<file path="src/rtl/vram_arbiter.sv">
// Framebuffer RAM arbiter: keeps the scan-out prefetch FIFO topped up and
// shares the remaining RAM bandwidth round-robin between two writers.
module vram_arbiter #(
    parameter int ADDR_W   = 19,
    parameter int DATA_W   = 8,
    parameter int FB_WORDS = 307200,
    parameter int DEPTH    = 16,
    parameter int LOW_WM   = 4
) (
    input  logic              clk,
    input  logic              rst,
    input  logic              frame_start,
    input  logic              pix_pop,
    output logic [DATA_W-1:0] pix_data,
    output logic              pix_valid,
    output logic              underflow,
    input  logic              underflow_clr,
    input  logic              wr0_req,
    input  logic              wr1_req,
    input  logic [ADDR_W-1:0] wr0_addr,
    input  logic [ADDR_W-1:0] wr1_addr,
    input  logic [DATA_W-1:0] wr0_data,
    input  logic [DATA_W-1:0] wr1_data,
    output logic              wr0_gnt,
    output logic              wr1_gnt,
    output logic              mem_en,
    output logic              mem_we,
    output logic [ADDR_W-1:0] mem_addr,
    output logic [DATA_W-1:0] mem_wdata,
    input  logic [DATA_W-1:0] mem_rdata
);

    localparam int PTR_W = $clog2(DEPTH);
    localparam int LVL_W = PTR_W + 1;
    localparam int OCC_W = PTR_W + 2;
    localparam logic [OCC_W-1:0]  LOW_WM_OCC = OCC_W'(LOW_WM);
    localparam logic [OCC_W-1:0]  DEPTH_OCC  = OCC_W'(DEPTH);
    localparam logic [ADDR_W-1:0] LAST_ADDR  = ADDR_W'(FB_WORDS - 1);

    logic [DATA_W-1:0] fifo_mem [DEPTH];
    logic [PTR_W-1:0]  rd_ptr;
    logic [PTR_W-1:0]  wr_ptr;
    logic [LVL_W-1:0]  level;
    logic              infl0;
    logic              infl1;
    logic [ADDR_W-1:0] fetch_addr;
    logic              rr_ptr;

    logic [OCC_W-1:0]  occ;
    logic              urgent;
    logic              room;
    logic              any_req;
    logic              sel1;
    logic              do_read;
    logic              do_write;
    logic              push;
    logic              pop_ok;
    logic              uf_event;

    // In-flight reads count against capacity so a refill can never overflow.
    assign occ      = OCC_W'(level) + OCC_W'(infl0) + OCC_W'(infl1);
    assign urgent   = occ < LOW_WM_OCC;
    assign room     = occ < DEPTH_OCC;
    assign any_req  = wr0_req | wr1_req;
    assign sel1     = wr1_req & (~wr0_req | rr_ptr);

    assign do_read  = ~frame_start & (urgent | (~any_req & room));
    assign do_write = ~frame_start & ~urgent & any_req;
    assign wr0_gnt  = do_write & ~sel1;
    assign wr1_gnt  = do_write & sel1;

    assign push     = infl1 & ~frame_start;
    assign pop_ok   = pix_pop & ~frame_start & (level != '0);
    assign uf_event = pix_pop & ~frame_start & (level == '0);

    assign pix_valid = (level != '0);
    assign pix_data  = pix_valid ? fifo_mem[rd_ptr] : '0;

    always_ff @(posedge clk) begin
        if (push) begin
            fifo_mem[wr_ptr] <= mem_rdata;
        end
    end

    always_ff @(posedge clk or posedge rst) begin
        if (rst) begin
            mem_en     <= 1'b0;
            mem_we     <= 1'b0;
            mem_addr   <= '0;
            mem_wdata  <= '0;
            rd_ptr     <= '0;
            wr_ptr     <= '0;
            level      <= '0;
            infl0      <= 1'b0;
            infl1      <= 1'b0;
            fetch_addr <= '0;
            rr_ptr     <= 1'b0;
            underflow  <= 1'b0;
        end else begin
            mem_en <= do_read | do_write;
            mem_we <= do_write;
            if (do_write) begin
                mem_addr  <= sel1 ? wr1_addr : wr0_addr;
                mem_wdata <= sel1 ? wr1_data : wr0_data;
                rr_ptr    <= ~sel1;
            end else if (do_read) begin
                mem_addr <= fetch_addr;
            end

            // Clearing both stages on frame_start discards their returning data.
            infl0 <= do_read;
            infl1 <= infl0 & ~frame_start;

            if (frame_start) begin
                fetch_addr <= '0;
            end else if (do_read) begin
                fetch_addr <= (fetch_addr == LAST_ADDR) ? '0 : fetch_addr + ADDR_W'(1);
            end

            if (frame_start) begin
                rd_ptr <= wr_ptr;
                level  <= '0;
            end else begin
                if (push) begin
                    wr_ptr <= wr_ptr + PTR_W'(1);
                end
                if (pop_ok) begin
                    rd_ptr <= rd_ptr + PTR_W'(1);
                end
                level <= level + LVL_W'(push) - LVL_W'(pop_ok);
            end

            if (uf_event) begin
                underflow <= 1'b1;
            end else if (underflow_clr) begin
                underflow <= 1'b0;
            end
        end
    end

endmodule

</file>
<file path="config.mk">
export PLATFORM = sky130hd
export DESIGN_NAME = vram_arbiter
export DESIGN_NICKNAME = d
export VERILOG_FILES = /design/src/rtl/vram_arbiter.sv
export SDC_FILE = /design/constraint.sdc
export NUM_CORES = 1
export LEC_CHECK = 0
export CAP_MARGIN = 15
export CORE_ASPECT_RATIO = 1.2
export CORE_UTILIZATION = 50
export DETAILED_ROUTE_END_ITERATION = 6
export PLACE_DENSITY = 0.73
export SYNTH_ARGS = -nofsm -noshare
export SYNTH_HDL_FRONTEND = slang
export SYNTH_SLANG_ARGS = --single-unit
export TNS_END_PERCENT = 10
</file>
<file path="constraint.sdc">
create_clock -name clk -period 7.4 [get_ports clk]
set_input_delay 0.74 -clock clk [delete_from_list [all_inputs] [get_ports clk]]
set_output_delay 0.74 -clock clk [all_outputs]
set_load 0.01 [all_outputs]
</file>
# Yosys cells after proc, flatten, opt, wreduce, memory -nomap -nowiden
# Memory sizes are Yosys's and may differ from the RTL's.
# Index checks and enable logic that the tools add are counted.
classes:
  add_sub_neg: 7
  magnitude_cmp: 2
  eq_ne: 1
  n_mux: 15
  n_bitwise: 21
  n_reduce_logical: 7
ops:
  columns: ["op", "n"]
  rows:
  - ["19-bit 2-to-1 mux", 6]
  - ["19-bit by 1-bit adder with 19-bit output, second input constant", 1]
  - ["19-bit equality test, second input constant", 1]
  - ["8-bit 2-to-1 mux", 2]
  - ["1-bit AND", 12]
  - ["4-bit by 1-bit adder with 4-bit output, second input constant", 2]
  - ["4-bit 2-to-1 mux", 2]
  - ["2-bit nonzero test", 4]
  - ["5-bit by 1-bit adder with 6-bit output", 1]
  - ["6-bit by 1-bit adder with 6-bit output", 1]
  - ["6-bit by 3-bit < comparator with 1-bit output, second input constant", 1]
  - ["6-bit by 5-bit < comparator with 1-bit output, second input constant", 1]
  - ["5-bit by 1-bit adder with 5-bit output", 1]
  - ["5-bit logical NOT", 1]
  - ["5-bit 2-to-1 mux", 1]
  - ["1-bit inverter", 5]
  - ["5-bit nonzero test", 1]
  - ["5-bit by 1-bit subtractor with 5-bit output", 1]
  - ["1-bit 2-to-1 mux", 4]
  - ["1-bit OR", 4]
  - ["2-bit AND reduction", 1]
word_totals:
  regBits: 65
  ram_bits: 128
  inputBits: 69
  output_inout_bits: 41
  word_cells: 66
  mem_count: 1
memory_table:
  columns: ["name", "words", "width", "rd", "rd_ports_with_merged_regs", "wr", "line", "text"]
  rows:
  - ["fifo_mem", 16, 8, 1, 0, 1, "40", "logic [DATA_W-1:0] fifo_mem [DEPTH];"]

# Longest topological paths before layout
logic_depth:
  word_depth: 8
  depth_mapped: 14
  mapped_depth_nobuf: 14

# Worst setup path before layout
# Ideal clock, no wire load.
synth_path:
  path_kind: "reg-to-reg"
  start: "reg level[2]"
  end: "reg level[4]"
  setup_ns: 0.078
  arrival_time_ns: 2.734
  required_ns: 7.322
  path_slack_ns: 4.588
  path_stages_with_launch: 15
  period_less_slack_ns: 2.812
  cell_sequence: "dfrtp_1 inv_1 ha_1 or4b_2 nor2b_4 ha_1 inv_1 ha_1 inv_1 fa_1 inv_1 a21oi_1 nor2_1 or3_1 a21oi_1"
synth_via:
  elab_chain_cells: 4
  word_cells_on_any_way: 5
synth_lines:
  columns: ["element", "line", "text"]
  rows:
  - ["from (decl)", "43", "logic [LVL_W-1:0] level;"]
  - ["from (signal assigned)", "130", "level <= level + LVL_W'(push) - LVL_W'(pop_ok);"]
  - ["parallel branches: the longest is 2 deep, another holds 5-bit by 1-bit adder with 5-bit output", null, null]
  - ["5-bit by 1-bit subtractor with 5-bit output *", "130", null]
  - ["5-bit 2-to-1 mux *", "120", "if (frame_start) begin"]
# Every way passes the cells marked *.
# A chain may end at the register's enable or synchronous reset.

# Worst setup path in the final report
layout_path:
  start: "in frame_start"
  end: "out wr1_gnt"
layout_via:
  elab_chain_cells: 4
layout_lines:
  columns: ["element", "line", "text"]
  rows:
  - ["from (decl)", "12", "input logic frame_start,"]
  - ["1-bit inverter", "68", "assign do_write = ~frame_start & ~urgent & any_req;"]
  - ["1-bit AND (2 in a row)", "68", null]
  - ["1-bit AND", "70", "assign wr1_gnt = do_write & sel1;"]
  - ["to (decl)", "25", "output logic wr1_gnt,"]
# No other way between the ends.

==> flow_metrics.tcl <==
set metrics [dict create \
    outcome "finished, final reports clean" \
    synth_edf_count 128 \
    overflow 0 \
    reg2reg_from "level[1]" \
    max_freq_ghz 0.246 \
    worst_pin_slew_ps 1090 \
    yosysMostFrequentCell "edfxtp_1" \
    tns_ps 0 \
    drive_above_1_share_pct 16.0 \
    slew_violations 0 \
    cts_tree "yes" \
    drt-total-wl_um 18500 \
    post_cts_buffers 0 \
    hp-start "mem_addr[18]" \
    p_sw_share_pct 31.3 \
    hp-class "register to register" \
    gp_congestion 0.895 \
    crit_chain "clkdlybuf4s50_1, nor2_1, o21ai_1, and2_1, buf_4, nor2_1, clkdlybuf4s50_1" \
    synth_top_area_share_pct 43.6 \
    initial_core_util_pct 51.7 \
    cts_max_path_buffers 2 \
    grt_pass1_wl_um 30100 \
    r2r_setup_slack_ps 4100 \
    hold_ws_ps 499 \
    yosys.cell_types.count 61 \
    synthTopCellsByCount "edfxtp_1 (128), dfrtp_1 (65), mux4_2 (40)" \
    final_nets 775 \
    fp.dieH_um 147 \
    ys_top_cells_by_area "edfxtp_1 (44%), dfrtp_1 (18%), mux4_2 (10%), ha_1 (2.3%), mux2i_1 (2.2%)" \
    cts.repair.resized 0 \
    required_ps 6660 \
    detailedRoute.firstPassIterationCount 4 \
    timing_worst_setup_path_type "primary input to primary output" \
    die-area_sq_um 18200 \
    power.clock.fraction_pct 24.3 \
    worstPathMaxFanout 31 \
    p_int_mw 2.37 \
    cts.clk_slew.worst_paths_ps 70 \
    cts_hold_buf 0 \
    synth_top_flop_cell "edfxtp_1" \
    fin_cells 919 \
    dp_cells 885 \
    wire_per_inst_um 20.1 \
    setup_viol 0 \
    ant_nets 0 \
    cts_max_level 4 \
    cp-start-kind "primary input" \
    power_frac_comb_pct 33.9 \
    rr_worst_depth 6 \
    drt_iter0_markers 414 \
    track_usage_pct 22.0 \
    core_sq_um 17000 \
    vdd.ir_drop.worst_mv 0.161 \
    p_sw_mw 1.08 \
    max_cap_viol_count 0 \
    synth-seq-cells 193 \
    end_kind "primary output" \
    r2r-end "mem_addr[11]" \
    worst_path_max_delay_cell "clkdlybuf4s50_1" \
    period_minus_slack_ps 4070 \
    hold_depth 2 \
    rsz0062_at_grt "false" \
    synth_warnings 0 \
    grt_pass1_vias 5599 \
    cts_made_buffers 17 \
    path_buf_inv 3 \
    max_slew_margin_pct 27.0 \
    pin_count 110 \
    yosys.area.top_type "edfxtp_1" \
    grt_max_degree 66 \
    netlist_area_sq_um 8810 \
    clkSinkCount 193 \
    p_per_area_nw_per_um2 325 \
    detail_route.vias_per_cell 5.91 \
    min_to "mem_addr[18]" \
    p_leak_nw 3.83 \
    die_w_um 123 \
    hpwl_um 13000 \
    pwr-share-seq_pct 41.8 \
    vias 5431 \
    ys_seq_area_share_pct 62.1 \
    cp_top_family "buffers and inverters" \
    n_fill_cell 1288 \
    synth_fp_nets 669 \
    crit_arrival_ps 3330 \
    clock_latency_ps 430 \
    syn_inst 583 \
    final.setup_skew_ps 12.4 \
    rows 52 \
    critPathMaxStageDelay_ps 1060 \
    syn_avg_cell_area_sq_um 15.1 \
    drc 0 \
    port-buffer-count 109 \
    antenna_found_initial 1 \
    cts_root_buf "clkbuf_16" \
    area_growth_pct 20.4 \
    period_share_pct 55.0 \
    ys_async_sr_fraction_pct 33.7 \
    finalHoldViolCount 0 \
]
-- layout make-up --
cell class / instances / area (sq um) / area share [%]
Inverter: 34 / 128 / 1.20
Sequential cell: 193 / 5470 / 51.6
Tap cell: 216 / 270 / 2.55
Multi-Input combinational cell: 329 / 3080 / 29.0
Antenna cell: 1 / 2.50 / 0.0236
Timing Repair Buffer: 114 / 1130 / 10.6
Clock buffer: 17 / 425 / 4.01
Clock inverter: 15 / 106 / 1.00
-- metal layers --
metal  GRT usage (%)  part of all wire [%]
met3            5.09                   4.7
met2            37.3                    52
met4            6.81                   1.9
met5               0                     0
met1            27.7                    41
-- power by group through the flow --
stage | sequential (mW) | clock (mW) | combinational (mW)
3_3_place_gp | 1.46 | 0 | 1.14
4_1_cts | 1.44 | 0.854 | 1.18
5_1_grt | 1.46 | 0.896 | 1.27
3_5_place_dp | 1.46 | 0 | 1.18
2_1_floorplan | 1.40 | 0 | 0.776
6_report | 1.44 | 0.838 | 1.17
-- worst min-delay path: stages (launching register included) --
cell,delay [ps]
dfrtp_1,350
nand2_1,60
o221ai_1,60
-- cell usage in the layout, fill, tap and decap left out, drive strengths merged, types with 3 or more instances in the layout --
cell / Yosys / routed
a21o: 3 / 3
a21oi: 13 / 13
a221o: 4 / 4
a31oi: 4 / 4
and2: 26 / 26
and3: 4 / 4
and4: 3 / 3
buf: 17 / 5
clkbuf: 10 / 17
clkdlybuf4s50: 0 / 109
clkinv: 1 / 7
clkinvlp: 0 / 3
dfrtp: 65 / 65
edfxtp: 128 / 128
ha: 16 / 16
inv: 33 / 39
mux2: 22 / 22
mux2i: 19 / 19
mux4: 40 / 40
nand2: 35 / 35
nand3: 9 / 9
nand4: 12 / 12
nor2: 19 / 19
nor2b: 5 / 5
nor3: 7 / 7
nor4: 6 / 6
o211ai: 5 / 5
o21ai: 15 / 15
o221ai: 19 / 19
o22ai: 4 / 4
o31ai: 3 / 3
or4: 4 / 4
xnor2: 10 / 10
-- through the flow --
step	setup WS (ps)	power, mW	area [sq um]	utilization, %
final	3330	3.44	10600	62.2
after detailed placement	3340	2.63	10100	59.1
after global routing	3190	3.63	10600	62.2
after global placement	3410	2.60	10100	59.1
after floorplan	4590	2.17	8810	-
after CTS	3330	3.48	10600	62.2
-- how the worst max path moves through the flow --
stage | startpoint | to | slack, ps | depth (start not counted)
finish | frame_start | wr1_gnt | 3330 | 7
global placement | frame_start | wr1_gnt | 3410 | 7
global route | frame_start | wr1_gnt | 3190 | 7
CTS | frame_start | wr1_gnt | 3330 | 7
floorplan | level[2] | level[4] | 4590 | 14
detailed placement | frame_start | wr1_gnt | 3340 | 7
-- sequential cells by signal (all words and copies together) (netlist names) --
| register | flops |
|---|---|
| mem_we | 1 |
| fetch_addr | 19 |
| infl1 | 1 |
| rd_ptr | 4 |
| mem_addr | 19 |
| mem_wdata | 8 |
| mem_en | 1 |
| level | 5 |
| wr_ptr | 4 |
| rr_ptr | 1 |
| underflow | 1 |
| infl0 | 1 |
| fifo_mem | 128 |
-- cell families (layout without fill, tap and decap cells) --
family          after synthesis  in the layout  share of synthesized area [%]
flops                       193            193                           62.1
simple gates                138            138                           8.78
compound gates               81             81                           6.79
mux                          81             81                           15.5
buf+inv                      61            180                           3.11
fa+ha+maj                    17             17                           2.50
xor+xnor                     12             12                           1.19
other cells                   0              1                              0
No activity file was read; power rests on OpenSTA's default activity.
